File: src/rtl/mac_pkg.sv
`default_nettype none
// ============================================================================
// Module   : mac_pkg
// Brief    : Shared constants and FSM state type for the MAC frame checker.
// Revision : 1.0
// ============================================================================
package mac_pkg;
    localparam logic [63:0] PREAMBLE_SFD     = 64'hD555555555555555;
    localparam logic [15:0] MIN_PAYLOAD_SIZE = 16'd46;
    localparam logic [15:0] HEADER_BYTES     = 16'd14;
    localparam logic [15:0] FCS_BYTES        = 16'd4;
    localparam logic [31:0] CRC_POLY         = 32'hEDB88320;
    localparam logic [31:0] CRC_INIT         = 32'hFFFFFFFF;

    typedef enum logic [2:0] {
        IDLE    = 3'd0,
        HDR0    = 3'd1,
        HDR1    = 3'd2,
        PAYLOAD = 3'd3,
        DONE    = 3'd4
    } state_t;
endpackage
`default_nettype wire

File: src/rtl/crc32_d64.sv
`default_nettype none
// ============================================================================
// Module   : crc32_d64
// Brief    : Combinational reflected CRC-32 update over up to 8 enabled bytes.
// Revision : 1.0
// ============================================================================
module crc32_d64
    import mac_pkg::*;
(
    input  logic [31:0] i_crc,
    input  logic [63:0] i_data,
    input  logic [7:0]  i_byte_en,
    output logic [31:0] o_crc
);
    logic [31:0] w_c;

    always_comb begin
        w_c = i_crc;
        for (int k = 0; k < 8; k++) begin
            if (i_byte_en[k]) begin
                for (int b = 0; b < 8; b++) begin
                    w_c = (w_c >> 1) ^ (CRC_POLY & {32{w_c[0] ^ i_data[8*k+b]}});
                end
            end
        end
    end

    assign o_crc = w_c;
endmodule
`default_nettype wire

File: config.mk
export PLATFORM = sky130hd
export DESIGN_NAME = crc32_d64
export DESIGN_NICKNAME = d
export VERILOG_FILES = /design/src/rtl/mac_pkg.sv /design/src/rtl/crc32_d64.sv
export SDC_FILE = /design/constraint.sdc
export NUM_CORES = 1
export LEC_CHECK = 0
export ABC_AREA = 1
export CAP_MARGIN = 20
export CORE_ASPECT_RATIO = 1.5
export CORE_MARGIN = 2
export CORE_UTILIZATION = 40
export DETAILED_ROUTE_END_ITERATION = 10
export SYNTH_ARGS = -nofsm -noshare
export SYNTH_HDL_FRONTEND = slang
export SYNTH_SLANG_ARGS = --single-unit
File: constraint.sdc
create_clock -name vclk -period 20.2
set_input_delay 4.04 -clock vclk [all_inputs]
set_output_delay 4.04 -clock vclk [all_outputs]
set_load 0.02 [all_outputs]
## After elaboration in Yosys (flattened, before gate mapping)

Cells that the tools add are included.

| word-level totals | value |
|---|---|
| flip-flop bits (word level) | 0 |
| output and inout port bits | 32 |
| word-level logic and storage cells | 136 |

| operators by class | value |
|---|---|
| muxes and demuxes | 8 |
| bitwise gates (word level) | 128 |

Operators by type and width:

| kind | count |
|---|---|
| $xor A31 B32 Y32 | 64 |
| $mux W32 | 8 |
| $xor A1 B1 Y1 | 64 |

## Depth between registers and ports, before layout

Gate-level depths: netlist of run 1.

| depth | value |
|---|---|
| depth after elaboration | 136 |
| gate-level depth with buffers | 67 |
| depth with buffers taken out | 66 |

## Worst setup path before layout of run 1

OpenSTA, ideal clock, no wires.

| timing | value |
|---|---|
| kind | input-to-output |
| start | in i_data[0] |
| end | out o_crc[30] |
| arrival | 8.870 ns |
| path slack | 7.290 ns |
| stages on the path | 50 |
| buffers on the path | 2 |
| path through | inv_1 nand2_2 nand2_4 nand2_4 nand2_8 inv_6 nand2_2 nand3_2 nand2_1 nand2_1 nand2_1 nand2_2 nand2_2 buf_6 nand2_1 nand3_2 nand3_1 nand2_4 [14 not listed] nand2_1 buf_4 nand2_1 nand2_1 nand2_1 nand3_2 nand3_1 nand2_2 nand2_1 nand3_1 nand3_1 nand3_1 nand2_1 inv_1 nand2_2 nand2_4 xor2_2 o21ai_0 |

| between the ends | value |
|---|---|
| cells in the longest elaborated chain, start to end | 83 |
| elaborated cells on any way between the ends | 122 |

Ends and longest elaborated chain:

| what | RTL line | text |
|---|---|---|
| start: declaration | crc32_d64.sv:11 | `input logic [63:0] i_data,` |
| $xor A1 B1 Y1 (*) | crc32_d64.sv:22 | `w_c = (w_c >> 1) ^ (CRC_POLY & {32{w_c[0] ^ i_data[8*k+b]}});` |
| $xor A31 B32 Y32 (*) (6 in series) | crc32_d64.sv:22 |  |
| $xor A1 B1 Y1 or $xor A31 B32 Y32 (tied branches) | crc32_d64.sv:22 |  |
| $xor A31 B32 Y32 (*) (2 in series) | crc32_d64.sv:22 |  |
| $mux W32 (*) | crc32_d64.sv:20 | `if (i_byte_en[k]) begin` |
| $xor A31 B32 Y32 or $xor A1 B1 Y1 (tied branches) | crc32_d64.sv:22 |  |
| $xor A31 B32 Y32 (3 in series) | crc32_d64.sv:22 |  |
| $xor A1 B1 Y1 or $xor A31 B32 Y32 (tied branches) | crc32_d64.sv:22 |  |
| [54 not listed] | - |  |
| $xor A31 B32 Y32 | crc32_d64.sv:22 |  |
| $xor A31 B32 Y32 or $mux W32 (tied branches) | crc32_d64.sv:22, crc32_d64.sv:20 |  |
| $mux W32 (*) | crc32_d64.sv:20 |  |
| $xor A31 B32 Y32 or $xor A1 B1 Y1 (tied branches) | crc32_d64.sv:22 |  |
| $xor A31 B32 Y32 (6 in series) | crc32_d64.sv:22 |  |
| $xor A1 B1 Y1 | crc32_d64.sv:22 |  |
| $xor A31 B32 Y32 | crc32_d64.sv:22 |  |
| $mux W32 (*) | crc32_d64.sv:20 |  |
| end: declaration | crc32_d64.sv:13 | `output logic [31:0] o_crc` |

Every way passes the cells marked *; elsewhere a longest branch is shown, timed or not.

## Final worst setup path of run 1

| timing | value |
|---|---|
| start | in i_crc[0] |
| end | out o_crc[27] |

| between the ends | value |
|---|---|
| cells in the longest elaborated chain, start to end | 83 |
| elaborated cells on any way between the ends | 125 |

Ends and longest elaborated chain:

| what | RTL line | text |
|---|---|---|
| start: declaration | crc32_d64.sv:10 | `input logic [31:0] i_crc,` |
| $xor A1 B1 Y1 | crc32_d64.sv:22 |  |
| $xor A31 B32 Y32 (6 in series) | crc32_d64.sv:22 |  |
| $xor A1 B1 Y1 or $xor A31 B32 Y32 (tied branches) | crc32_d64.sv:22 |  |
| $xor A31 B32 Y32 | crc32_d64.sv:22 |  |
| $xor A31 B32 Y32 or $mux W32 (tied branches) | crc32_d64.sv:22, crc32_d64.sv:20 |  |
| $mux W32 (*) | crc32_d64.sv:20 |  |
| $xor A31 B32 Y32 or $xor A1 B1 Y1 (tied branches) | crc32_d64.sv:22 |  |
| $xor A31 B32 Y32 (3 in series) | crc32_d64.sv:22 |  |
| [57 not listed] | - |  |
| $mux W32 (*) | crc32_d64.sv:20 |  |
| $xor A31 B32 Y32 or $xor A1 B1 Y1 (tied branches) | crc32_d64.sv:22 |  |
| $xor A31 B32 Y32 (3 in series) | crc32_d64.sv:22 |  |
| $xor A1 B1 Y1 or $xor A31 B32 Y32 (tied branches) | crc32_d64.sv:22 |  |
| $xor A31 B32 Y32 (2 in series) | crc32_d64.sv:22 |  |
| $xor A31 B32 Y32 or $xor A1 B1 Y1 (tied branches) | crc32_d64.sv:22 |  |
| $xor A31 B32 Y32 | crc32_d64.sv:22 |  |
| $mux W32 (*) | crc32_d64.sv:20 |  |

Marked as above.

==> results.cfg, run 1 <==
[layout]
fin_area_um2 = 17000
area.sequential_um2 = 0
final_nets = 3423
drive_above_1_share = 0.107
final_cell_mix = 1610 x nand2_1, 739 x nand3_1, 222 x inv_1
postLayoutCoreUtil = 0.446
clockBufferCount = 0
layout_commonest_cell = nand2_1
area_growth_pct = 10.7
nFlopsAndLatches = 0
fillCellCount = 4389

[synthesis]
synth_area_leaders = nand2_1 39%, nand3_1 24%, inv_1 5.4%
synth_nets = 3353
synth.distinct_cells = 41
netlist_instances = 3249
yosysTopAreaCellShare = 0.392
synth_area_um2 = 15400
syn_avg_cell_area_um2 = 4.74
yosysWarnings = 0
synth_area_leader_cell = nand2_1
yosysSeqAreaShare = 0

[critical_path]
critPathTopFamily = simple AND/OR/NAND/NOR gates
worstSetupPathType = in -> out
cp_slowest_cell = o21ai_0
crit_buf_inv = 5
endpoint_kind = output port
path_max_fanout = 9
start_kind = primary input
max_stage_delay_ps = 940
cp.arrival_ps = 12830
cpMostUsedCell = nand2_1
required_ps = 16160

[grt]
grt_use_total = 0.393
antenna_found_initial = 3
grt_max_degree = 54
grt_first_pass_wirelength_um = 119000
grt_overflow = 0
grt_pass1_vias = 20334

[sta]
worst_pin_slew_ps = 1210
hold_ws_ps = 9440
fin_tns_setup_ps = 0
grt_setup_unrepaired = false
fin_crit_ps = 16870
fmax_mhz = 59.3
slew_headroom = 0.181
maxSlewViolCount = 0
hold_violations = 0
setup_violations = 0
finalCritPeriodShare = 0.835

[die]
die_h_um = 244
core_um2 = 38200
initial_core_util = 0.403
dieArea_um2 = 40100
fp-row-count = 88
ios = 136
chipWidth_um = 164

[power_and_ir_drop]
power_density_nw_per_um2 = 130
p_leak_nw = 9.98
worst_ir_drop_vdd_mv = 0.139

[detailed_routing]
drc_errors = 0
vias = 21620
drt_iter0_markers = 1796
routed_via_density = 5.67
drt_wl_total_um = 80900
dr.pass1.iters = 8
routedWlPerCell_um = 21.2
ant_nets = 0

[placed_design]
place_area_um2 = 17000
port_buffers = 136
detailed_place_hpwl_um = 68900
gp_congestion = 1.04

[clocking]
postCtsResizedCells = 0
cts_hold_buf = 0
cts_setup_buffers = 0

[run_status]
status = finished clean

[run]
maxCapViolations = 0

[hold_path]
hp-class = in -> out
==> path summary, 6_finish.rpt <==
path / startpoint / end / slack, ps / cells after the start
setup / recovery: i_crc[0] / o_crc[27] / 3330 / 52
hold / removal: i_byte_en[7] / o_crc[15] / 9440 / 5
==> power breakdown <==
| group | internal, mW | total (mW) | switching [mW] |
|---|---|---|---|
| Combinational | 0.682 | 2.22 | 1.54 |
| Sequential | 0 | 0 | 0 |
| Clock | 0.0000000133 | 0.0000000133 | 0 |
| Total | 0.682 | 2.22 | 1.54 |
==> metal layers <==
metal  part of all wire  track usage  wire length (µm)  up-vias
li1                   -            -                 -    10544
met1               0.32        0.355             26100     9730
met2               0.49        0.715             39800      947
met3              0.055       0.0538              4450      397
met4               0.13        0.407             10600        2
met5            0.00016            0                13        -
==> Yosys cell counts (all sizes together) <==
| library cell | instances |
|---|---|
| nand2 | 1798 |
| o211ai | 4 |
| o221ai | 1 |
| inv | 269 |
| and2 | 1 |
| nand2b | 1 |
| xor2 | 90 |
| o21ai | 71 |
| a21oi | 14 |
| nor2 | 44 |
| clkinv | 2 |
| a21boi | 3 |
| nand3b | 7 |
| clkbuf | 39 |
| o21bai | 2 |
| or2 | 12 |
| buf | 42 |
| xnor2 | 20 |
| o21a | 1 |
| nand3 | 817 |
| nand4 | 11 |
==> kinds of logic (layout without fill, tap and decap cells) <==
kind of cell	Yosys count	count (layout)	synth area share
and+or+nand+nor	2691	2691	0.805
buffers and inverters	352	420	0.0934
xor gates and xnor gates	110	110	0.0684
AOI/OAI and AO/OA	96	96	0.0336
other	0	2	0
==> per-stage QoR <==
stage	worst slack [ps]	instances	power [mW]
final	3330	3814	2.22
after global routing	2820	3814	2.42
after CTS	3590	3812	2.17
after detailed placement	3590	3812	2.17
after global placement	3710	3812	2.15
after floorplan	7290	3249	1.51
==> layout make-up <==
cell class                 count  area, µm²  share of cell area
timing repair buffer         149       1430              0.0838
tap                          495        619              0.0363
multi-input combinational   2897      14000               0.819
inverter                     271       1030              0.0604
antenna                        2       5.00            0.000294
(Power assumes the default switching activity.)
==> run 2: changes to the inputs <==
==> constraint.sdc (replaced) <==
create_clock -name vclk -period 14
set_input_delay 2.8 -clock vclk [all_inputs]
set_output_delay 2.8 -clock vclk [all_outputs]
set_load 0.02 [all_outputs]
==> run 2 against run 1 <==
Via count is 2.3% higher. Sequential share of layout area unchanged. Setup slack got worse by 2900 ps. Final cell count rose by 1.6%. Global-route usage up 1.1 points. Non-clock buffer count grew 62. Design area increased by 4.4%. Combinational power increased by 51%. Die area unchanged. Highest routed layer is now met4.
==> results.cfg, run 2 (synthesized netlist as in run 1, its figures left out) <==
[run_status]
status = finished clean

[critical_path]
worstSetupPathType = in -> out
endpoint_kind = output port
cp.arrival_ps = 10810
cpMostUsedCell = nand2_1
start_kind = primary input
cp_slowest_cell = clkdlybuf4s50_1
required_ps = 11200
path_max_fanout = 10
max_stage_delay_ps = 610

[die]
ios = 136
core_um2 = 38200
fp-row-count = 88
dieArea_um2 = 40100
initial_core_util = 0.403
die_h_um = 244
chipWidth_um = 164

[placed_design]
dp.cells = 3873
gp_congestion = 1.04
port_buffers = 136
detailed_place_hpwl_um = 70600

[sta]
slew_headroom = 0.362
hold_violations = 0
grt_setup_unrepaired = false
setup_violations = 0
worst_pin_slew_ps = 947
fin_crit_ps = 13610
fin_tns_setup_ps = 0
finalCritPeriodShare = 0.972
maxSlewViolCount = 0
fmax_mhz = 73.5

[detailed_routing]
routed_via_density = 5.71
drt_iter0_markers = 1971
dr.pass1.iters = 7
drt_wl_total_um = 82600
drc_errors = 0
vias = 22123
ant_nets = 0
routedWlPerCell_um = 21.3

[layout]
layout_commonest_cell = nand2_1
final_nets = 3485
multiInputGateArea_um2 = 14200
clockBufferCount = 0
area_growth_pct = 15.5
final_cell_mix = 1585 x nand2_1, 734 x nand3_1, 222 x inv_1
instances_no_fill = 3876
area.sequential_um2 = 0
drive_above_1_share = 0.133
fillCellCount = 4446
nFlopsAndLatches = 0

[hold_path]
whs_endpoint = o_crc[19]
hp-class = in -> out
min_from = i_byte_en[6]
hold_depth = 6

[grt]
grt_use_total = 0.404
grt_overflow = 0
antenna_found_initial = 2
grt_max_degree = 54
grt_pass1_vias = 21131
grt_first_pass_wirelength_um = 123000

[run]
maxCapViolations = 0

[power_and_ir_drop]
total_power_mw = 3.36
p_leak_nw = 10.4
worst_ir_drop_vdd_mv = 0.165
power_density_nw_per_um2 = 189
[run 2: cell count changes in the layout (fill, tap and decap cells not counted), moves of 4 or more]
cell,change
nand3_1,-5
nand2_2,+9
buf_12,+4
nand2_4,+15
nand3_2,+5
dlymetal6s2s_1,+8
clkdlybuf4s50_1,-8
nand2_1,-25
buf_4,+58
[run 2: timing repair]
| item | CTS | global route |
|---|---|---|
| hold buffers | 0 | 0 |
| resized for setup | 0 | 64 |
| setup endpoints to repair | 0 | 32 |
| buffers inserted | 0 | 1 |
| hold endpoints to repair | 0 | 0 |
[run 2: how the worst max path moves through the flow]
stage / startpoint / to / slack [ps] / depth (start not counted)
2_1_floorplan: i_data[0] / o_crc[30] / 3570 / 50
3_3_place_gp: i_crc[4] / o_crc[8] / 380 / 58
3_5_place_dp: i_crc[4] / o_crc[19] / 340 / 59
4_1_cts: i_crc[4] / o_crc[19] / 320 / 59
5_1_grt: i_crc[0] / o_crc[16] / 10 / 59
6_report: i_crc[0] / o_crc[26] / 390 / 56
[run 2: area by class of cell]
| class | instances | area share |
|---|---|---|
| diodes | 2 | 0.000281 |
| inverters | 271 | 0.0580 |
| multi-input cells | 2897 | 0.796 |
| well taps | 495 | 0.0348 |
| repair buffers | 211 | 0.110 |
[run 2: power by group]
group | switching (mW) | leakage (nW) | internal [mW]
clock | 0 | 0.0000127 | 0.0000000191
combinational | 2.27 | 10.4 | 1.10
sequential | 0 | 0 | 0
[run 2: per-layer routing]
| layer | up-vias | GRT usage | share of wire |
|---|---|---|---|
| met5 | - | 0 | 0 |
| met4 | 0 | 0.434 | 0.14 |
| met2 | 1054 | 0.721 | 0.49 |
| met1 | 9949 | 0.376 | 0.32 |
| met3 | 436 | 0.0463 | 0.056 |
| li1 | 10684 | - | - |
[run 2: worst max-delay path: cells and delay by family]
kind / cells / cell delay [ps]
xor gates and xnor gates: 1 / 160
buffers and inverters: 9 / 1920
AOI/OAI and AO/OA: 1 / 500
and+or+nand+nor: 45 / 5390
[run 2: stage by stage]
step                hold WS (ps)  setup slack (ps)  area [µm²]  utilization
finish                      6630               393       17800        0.466
global route                6680              10.6       17800        0.466
CTS                         6910               317       17500        0.459
detailed placement          6910               336       17500        0.459
global placement            6910               376       17500        0.459
floorplan                   5960              3570       15400            -
